## src/rtl/cpu_pkg.sv

```systemverilog
// Shared definitions for the multicycle CPU.
// PC-source encodings, fetch FSM states and the reset PC.
package cpu_pkg;

   localparam logic [1:0] PCSRC_ALU    = 2'd0;
   localparam logic [1:0] PCSRC_ALUOUT = 2'd1;
   localparam logic [1:0] PCSRC_JUMP   = 2'd2;
   localparam logic [1:0] PCSRC_REG    = 2'd3;

   localparam logic [31:0] RESET_PC_DEF = 32'h0000_0000;

   typedef enum logic {
      FETCH_IDLE,
      FETCH_BUSY
   } fetch_state_e;

endpackage

```

## src/rtl/pc_next_mux.sv

```systemverilog
// Next-PC source select and word-alignment check.
// Purely combinational; the top applies the result on pc_en.
module pc_next_mux
   import cpu_pkg::*;
#(
   parameter int ADDR_W = 32
) (
   input  logic [1:0]        pc_src_i,
   input  logic [ADDR_W-1:0] alu_result_i,
   input  logic [ADDR_W-1:0] alu_out_i,
   input  logic [ADDR_W-1:0] rf_read1_i,
   input  logic [3:0]        pc_hi_i,
   input  logic [25:0]       target26_i,
   output logic [ADDR_W-1:0] next_pc_o,
   output logic              misalign_o
);

   logic [ADDR_W-1:0] jump_tgt;

   assign jump_tgt = {pc_hi_i, target26_i, 2'b00};

   always_comb begin
      next_pc_o = alu_result_i;
      unique case (pc_src_i)
         PCSRC_ALU:    next_pc_o = alu_result_i;
         PCSRC_ALUOUT: next_pc_o = alu_out_i;
         PCSRC_JUMP:   next_pc_o = jump_tgt;
         PCSRC_REG:    next_pc_o = rf_read1_i;
         default:      next_pc_o = alu_result_i;
      endcase
   end

   assign misalign_o = (next_pc_o[1:0] != 2'b00);

endmodule

```

## src/rtl/instr_fetch_unit.sv

```systemverilog
// Fetch stage: PC and IR registers, imem req/ack fetch FSM,
// IR field decode and sticky misalign / fetch-overlap flags.
module instr_fetch_unit
   import cpu_pkg::*;
#(
   parameter int                ADDR_W   = 32,
   parameter logic [ADDR_W-1:0] RESET_PC = RESET_PC_DEF
) (
   input  logic              clk,
   input  logic              rst_n,
   input  logic              PCWrite,
   input  logic              PCWriteCond,
   input  logic              branch_taken,
   input  logic [1:0]        PCSource,
   input  logic              IRWrite,
   input  logic [ADDR_W-1:0] alu_result,
   input  logic [ADDR_W-1:0] alu_out,
   input  logic [ADDR_W-1:0] rf_read1,
   output logic              imem_req,
   output logic [ADDR_W-1:0] imem_addr,
   input  logic              imem_ack,
   input  logic [31:0]       imem_rdata,
   output logic [ADDR_W-1:0] pc,
   output logic [31:0]       ir,
   output logic [5:0]        OP,
   output logic [5:0]        funct,
   output logic [4:0]        rs,
   output logic [4:0]        rt,
   output logic [4:0]        rd,
   output logic [4:0]        shamt,
   output logic [15:0]       imm16,
   output logic              fetch_stall,
   output logic              misalign_err,
   output logic              fetch_err
);

   fetch_state_e      state_q, state_d;
   logic [ADDR_W-1:0] pc_q, pc_d;
   logic [ADDR_W-1:0] faddr_q, faddr_d;
   logic [31:0]       ir_q, ir_d;
   logic              mis_q, mis_d;
   logic              ferr_q, ferr_d;
   logic [ADDR_W-1:0] next_pc;
   logic              next_mis;
   logic              pc_en;

   pc_next_mux #(.ADDR_W(ADDR_W)) u_mux (
      .pc_src_i     (PCSource),
      .alu_result_i (alu_result),
      .alu_out_i    (alu_out),
      .rf_read1_i   (rf_read1),
      .pc_hi_i      (pc_q[ADDR_W-1 -: 4]),
      .target26_i   (ir_q[25:0]),
      .next_pc_o    (next_pc),
      .misalign_o   (next_mis)
   );

   assign pc_en = PCWrite | (PCWriteCond & branch_taken);

   always_comb begin
      state_d  = state_q;
      pc_d     = pc_q;
      faddr_d  = faddr_q;
      ir_d     = ir_q;
      mis_d    = mis_q;
      ferr_d   = ferr_q;
      imem_req = 1'b0;
      unique case (state_q)
         FETCH_IDLE: begin
            if (pc_en) begin
               pc_d = {next_pc[ADDR_W-1:2], 2'b00};
               if (next_mis) mis_d = 1'b1;
            end
            if (IRWrite) begin
               faddr_d = pc_q;
               state_d = FETCH_BUSY;
            end
         end
         FETCH_BUSY: begin
            imem_req = 1'b1;
            if (IRWrite) ferr_d = 1'b1;
            if (imem_ack) begin
               ir_d    = imem_rdata;
               state_d = FETCH_IDLE;
            end
         end
         default: state_d = FETCH_IDLE;
      endcase
   end

   always_ff @(posedge clk or negedge rst_n) begin
      if (!rst_n) begin
         state_q <= FETCH_IDLE;
         pc_q    <= RESET_PC;
         faddr_q <= '0;
         ir_q    <= '0;
         mis_q   <= 1'b0;
         ferr_q  <= 1'b0;
      end else begin
         state_q <= state_d;
         pc_q    <= pc_d;
         faddr_q <= faddr_d;
         ir_q    <= ir_d;
         mis_q   <= mis_d;
         ferr_q  <= ferr_d;
      end
   end

   assign imem_addr    = faddr_q;
   assign fetch_stall  = (state_q == FETCH_BUSY);
   assign pc           = pc_q;
   assign ir           = ir_q;
   assign misalign_err = mis_q;
   assign fetch_err    = ferr_q;

   assign OP    = ir_q[31:26];
   assign rs    = ir_q[25:21];
   assign rt    = ir_q[20:16];
   assign rd    = ir_q[15:11];
   assign shamt = ir_q[10:6];
   assign funct = ir_q[5:0];
   assign imm16 = ir_q[15:0];

endmodule

```

## config.mk

```make
export PLATFORM = sky130hd
export DESIGN_NAME = instr_fetch_unit
export DESIGN_NICKNAME = d
export VERILOG_FILES = /design/src/rtl/cpu_pkg.sv /design/src/rtl/pc_next_mux.sv /design/src/rtl/instr_fetch_unit.sv
export SDC_FILE = /design/constraint.sdc
export NUM_CORES = 1
export LEC_CHECK = 0
export CAP_MARGIN = 20
export CORE_MARGIN = 2
export CORE_UTILIZATION = 41
export DETAILED_ROUTE_END_ITERATION = 8
export GPL_TIMING_DRIVEN = 1
export PLACE_DENSITY = 0.86
export SYNTH_ARGS = -nofsm -noshare
export SYNTH_HDL_FRONTEND = slang
export SYNTH_SLANG_ARGS = --single-unit
```

## constraint.sdc

```tcl
create_clock -name clk -period 3.7 [get_ports clk]
set_input_delay 0.74 -clock clk [delete_from_list [all_inputs] [get_ports clk]]
set_output_delay 0.74 -clock clk [all_outputs]
set_load 0.01 [all_outputs]
```

==> results of run 1 <==
[flip-flops by register name, summed over array words and instances, names as in the netlist]
signal / cells
ir: 32
imem_addr: 30
pc: 30
fetch_err: 1
fetch_stall: 1
misalign_err: 1
[per-layer routing]
metal  vias up  global-route usage (%)  wire [um]
met5         -                       0          0
met2       156                   38.56       7401
met4         0                   7.967        292
li1       1559                       -          -
met3        21                   5.892        981
met1      1783                   25.72       5289
[per-stage QoR]
stage,hold WS [ps],total power [W],setup WS [ps],std cells
after floorplan,444.4,0.002615,1784,318
after global placement,458.3,0.003712,1082,673
after CTS,480.9,0.004709,1181,686
final,477.7,0.004660,1213,686
after detailed placement,463.5,0.003784,1036,673
after global routing,506.6,0.004878,1146,686
[logic make-up after synthesis]
kind of cell,share of synthesized area (%)
buffers and inverters,10.88
flip-flops,48.97
other,0.07725
AO/OA/AOI/OAI,2.887
AND/OR/NAND/NOR,1.881
multiplexers,35.31
[how the worst max path moves through the flow]
stage                        endpoint  depth (start not counted)
after floorplan                pc[10]                          4
after global placement         pc[27]                          5
after detailed placement       pc[27]                          5
after CTS                 fetch_stall                          1
after global routing      fetch_stall                          1
final                     fetch_stall                          1
[synth_stat cells]
cell type,number
a221o_1,1
a21oi_2,1
mux2_4,19
conb_1,1
buf_12,2
a21o_1,2
mux4_2,19
o221a_2,4
mux2i_1,4
a2111oi_0,1
mux2_2,69
buf_4,54
nand2b_1,5
clkbuf_1,2
buf_1,1
nand4b_1,4
buf_2,12
nor2_1,3
o41a_1,4
mux4_1,7
nor3_1,2
o21a_1,1
nand2_1,1
buf_6,1
dfrtp_1,95
[power by group]
part           total (W)  internal [W]  switching [W]
Sequential       0.00170       0.00140       0.000296
Combinational    0.00205       0.00135       0.000700
Clock           0.000911      0.000549       0.000362
Total            0.00466       0.00330        0.00136
[layout make-up]
type                    instances  share of cell area (%)
repair buffers                284                   37.15
flip-flops and latches         95                   31.04
multi-input cells             151                   25.73
clock buffers                  12                   3.349
well taps                     143                   2.336
clock inverters                 1                  0.3921
==> run_results.csv, run 1 <==
group,metric,value,unit
outcome,status,"completed",
setup_path,cp-start-kind,"flop",
worst_hold_path,whs_path_depth,1,
global_routing,grt_pass1_wl,21480,um
worst_hold_path,worstHoldPathType,"reg -> reg",
synth,synthTopCellsByArea,"dfrtp_1 (49%), mux2_2 (16%), mux4_2 (8.8%), buf_4 (8.4%), mux2_4 (5.9%)",
setup_path,slowest_stage,"dfrtp_1",
clock_network,worst_skew_pair.late_latency,340,ps
sta,setup_viol,0,
floorplanning,die_h,112.8,um
setup_path,critical_path.max_fanout,16,
global_routing,grt_antenna_before_repair,0,
job,maxCapViolCount,0,
synth,syn_avg_cell_area,15.41,sq um
sta,fin_setup_tns,0,ps
layout,antenna_cells,0,
setup_path,endpoint_kind,"primary output",
place,post-dp-hpwl,10680,um
floorplanning,dieArea,12730,sq um
sta,rsz0062_at_grt,"false",
floorplanning,placeableCoreArea,11470,sq um
power,power_density,608.5,nW/um^2
clock_network,clock-sinks,95,
setup_path,startpoint,"fetch_stall",
setup_path,crit_arrival,1750,ps
synth,synth-seq-cells,95,
clock_network,cts_tree,"done",
place,dpl_cell_area,7372,sq um
global_routing,grt_pass1_vias,3851,
clock_network,cts_made_buffers,9,
setup_path,cp_data_required_time,2960,ps
setup_path,path_buf_inv,1,
worst_hold_path,min_to,"fetch_err",
drt,drt-wirelength-per-cell,20.36,um
setup_path,crit_type,"reg -> out",
layout,final_cell_mix,"clkdlybuf4s50_1 (277), dfrtp_1 (95), mux2_2 (69)",
synth,synth-seq-area-share,48.97,%
synth,yosysWarnings,0,
layout,fin_nets,678,
clock_network,h-tree-depth,3,
layout,drive_above_1_share,24.49,%
setup_path,crit_chain,"clkdlybuf4s50_1",
drt,drtIter0Drc,140,
clock_network,clock_path_buffers,2,
drt,firstDrtPassIters,4,
clock_network,cts_resized,0,
setup_path,r2r_slack,1610,ps
synth,synth.largest_area_cell,"dfrtp_1",
place,portBuffers,280,
sta,slew_headroom,32.81,%
clock_network,clock-root-buffer,"clkbuf_16",
drt,postRouteWirelength,13960,um
drt,ant_nets,0,
power,vdd_drop_max,0.4710,mV
layout,fill_cells,849,
power,p_leak,3.092,nW
clock_network,cts_setup_buffers,0,
global_routing,grt_use_total,21.89,%
setup_path,r2r-end,"imem_addr[24]",
sta,worstMarginPinSlew,1008,ps
clock_network,hold_buffers,0,
setup_path,reg2reg_depth,2,
synth,synth_cells,315,
worst_hold_path,hold_start,"fetch_err",
synth,synthDistinctLibCells,25,
setup_path,slowest_delay,740,ps
drt,drc,0,
setup_path,rr_startpoint,"fetch_stall",
sta,finalMaxSlewViolations,0,
global_routing,overflow,0,
sta,skew,4.367,ps
clock_network,clkTransAtPathRegs,60,ps
place,place_congestion,0.8394,
drt,vias,3519,
layout,final_util,66.79,%
layout,syn_to_final_growth,57.76,%
synth,synth_top_area_share,48.97,%
floorplanning,io_pins,285,
sta,finalHoldViolCount,0,
sta,fin_crit,2488,ps
sta,fmax,402.0,MHz
layout,fin_area,7659,sq um
floorplanning,row_count,39,
global_routing,grt_max_degree,78,
sta,post-route-period-util,67.23,%
layout,area.sequential,2377,sq um
floorplanning,initial_core_util,42.33,%
synth,synth_area,4855,sq um
floorplanning,die_w,112.8,um
layout,final_common_cell,"clkdlybuf4s50_1",
setup_path,crit_family,"flip-flops",
layout,multi_input_area,1971,sq um
drt,viasPerCell,5.130,
Note: power is estimated with default switching activity, not from simulation.
==> inputs of run 2 (changes only) <==
- CORE_UTILIZATION: 41 -> 38
- PLACE_DENSITY: 0.86 -> 0.81
- clock period: 3.7 -> 2.55 ns (I/O delays scaled with it)
==> run 2 against run 1 <==
  * Sequential share of layout area shrank 0.52 points
  * Clock power up 60%
  * Register-to-register slack got worse by 640 ps
  * Final area is 1.7% higher
  * Sequential power rose by 44%
  * First-iteration DRC count grew 13%
  * Global-route usage down 1.4 points
  * Clock-buffer cell count up 1
  * Sequential cell count is the same
==> run_results.csv, run 2 (synthesis results as in run 1) <==
group,metric,value,unit
clock_network,hold_buffers,0,
layout,final_cell_mix,"clkdlybuf4s50_1 (277), dfrtp_1 (95), mux2_2 (69)",
sta,finalHoldViolCount,0,
clock_network,worst_skew_pair.late_latency,340,ps
setup_path,cp_data_required_time,2040,ps
power,p_comb_share,43.2,%
layout,drive_above_1_share,25.27,%
power,internal-power,0.004919,W
setup_path,slowest_stage,"clkdlybuf4s50_1",
setup_path,slowest_delay,570,ps
setup_path,critical_path.max_fanout,14,
layout,fin_nets,682,
drt,drtIter0Drc,158,
floorplanning,row_count,41,
clock_network,clock-sinks,95,
clock_network,h-tree-depth,3,
clock_network,cts_made_buffers,9,
outcome,status,"completed",
place,place_congestion,0.8197,
setup_path,cp.depth,2,
global_routing,grt_pass1_wl,20900,um
setup_path,crit_type,"reg -> out",
floorplanning,dieArea,13700,sq um
drt,vias,3564,
place,dp_cells,706,
layout,syn_to_final_growth,60.44,%
setup_path,crit_family,"buffers and inverters",
sta,skew,5.114,ps
floorplanning,die_w,117.0,um
global_routing,overflow,0,
job,maxCapViolCount,0,
sta,post-route-period-util,78.81,%
sta,setup_viol,0,
sta,fin_crit,2010,ps
clock_network,cts_resized,0,
power,p_seq_share,35.5,%
layout,antenna_cells,0,
global_routing,grt_pass1_vias,3877,
power,swShare,28.57,%
setup_path,crit_chain,"buf_4, clkdlybuf4s50_1",
sta,worstMarginPinSlew,1016,ps
floorplanning,die_h,117.0,um
drt,firstDrtPassIters,4,
setup_path,path_buf_inv,2,
layout,final_common_cell,"clkdlybuf4s50_1",
drt,drc,0,
sta,slew_headroom,32.28,%
global_routing,grt_max_degree,96,
sta,rsz0062_at_grt,"false",
setup_path,r2r_slack,970,ps
clock_network,clock-root-buffer,"clkbuf_16",
clock_network,cts_tree,"done",
setup_path,rr_startpoint,"fetch_stall",
setup_path,endpoint_kind,"primary output",
clock_network,cts_setup_buffers,0,
layout,fill_cells,997,
sta,fin_setup_tns,0,ps
power,p_switching,0.001968,W
place,portBuffers,280,
drt,postRouteWirelength,14050,um
power,pwr-share-clk,21.2,%
layout,final_cells,722,
drt,ant_nets,0,
place,post-dp-hpwl,10370,um
setup_path,cp-start-kind,"flop",
drt,drt-wirelength-per-cell,19.46,um
power,power_density,884.2,nW/um^2
sta,fmax,497.6,MHz
floorplanning,placeableCoreArea,12570,sq um
sta,finalMaxSlewViolations,0,
global_routing,grt_antenna_before_repair,0,
setup_path,reg2reg_depth,4,
clock_network,clock_path_buffers,2,
floorplanning,initial_core_util,38.63,%
layout,largest_reg_flops,32,
drt,viasPerCell,4.936,
power,vdd_drop_max,0.5045,mV
worst_hold_path,worstHoldPathType,"in -> async",
clock_network,clkTransAtPathRegs,60,ps
global_routing,grt_use_total,20.51,%
setup_path,crit_arrival,1500,ps
power,p_leak,3.140,nW
floorplanning,io_pins,285,
setup_path,r2r-end,"ir[7]",
-- run 2: cell count changes in the layout (fill, tap and decap cells not counted), sizes merged --
cell / previous run / this run
clkinv: 0 / 1
bufinv: 1 / 2
buf: 7 / 11
clkbuf: 12 / 13
-- run 2: routing by layer --
| layer | part of all wire, % | track usage (%) | wire length, um |
|---|---|---|---|
| met1 | 39 | 24.66 | 5425 |
| met2 | 53 | 36.45 | 7414 |
| met3 | 7.2 | 4.892 | 1012 |
| met4 | 1.4 | 6.431 | 198 |
| met5 | 0 | 0 | 0 |
-- run 2: worst max path at each step --
stage | endpoint | slack, ps | from
after detailed placement | misalign_err | 380 | PCSource[1]
final | imem_req | 540 | fetch_stall
after CTS | imem_req | 490 | fetch_stall
after floorplan | pc[10] | 860 | PCSource[1]
after global routing | fetch_stall | 460 | fetch_stall
after global placement | misalign_err | 460 | PCSource[1]
-- run 2: worst reg2reg max path, stage by stage, from the launching register on --
cell and delay, ps:
dfrtp_1 390, buf_4 200, nand2_1 110, buf_4 360, mux2_2 400
-- run 2: power by group through the flow --
stage	sequential, W	clock, W	combinational [W]
finish	0.00245	0.00146	0.00298
CTS	0.00245	0.00150	0.00301
detailed placement	0.00248	0	0.00300
global route	0.00252	0.00156	0.00316
global placement	0.00244	0	0.00295
floorplan	0.00264	0	0.00115
-- run 2: area by class of cell --
type | instances | area, sq um | area share (%)
tap | 172 | 215.2 | 2.763
multi-input combinational | 151 | 1971 | 25.30
clock inverter | 3 | 65.06 | 0.8353
clock buffer | 13 | 260.3 | 3.341
timing repair buffer | 288 | 2900 | 37.24
sequential | 95 | 2377 | 30.52
-- run 2: per-stage QoR --
step | hold slack [ps] | utilization, % | setup WS, ps | instance area, sq um | total power (W)
after global routing | 251.8 | 61.97 | 457.2 | 7789 | 0.007238
after global placement | 444.8 | 59.38 | 464.4 | 7463 | 0.005390
after CTS | 236.1 | 61.97 | 493.6 | 7789 | 0.006968
after floorplan | 214.4 | - | 863.5 | 4866 | 0.003794
after detailed placement | 453.4 | 59.38 | 375.5 | 7463 | 0.005480
final | 209.6 | 61.97 | 540.3 | 7789 | 0.006887
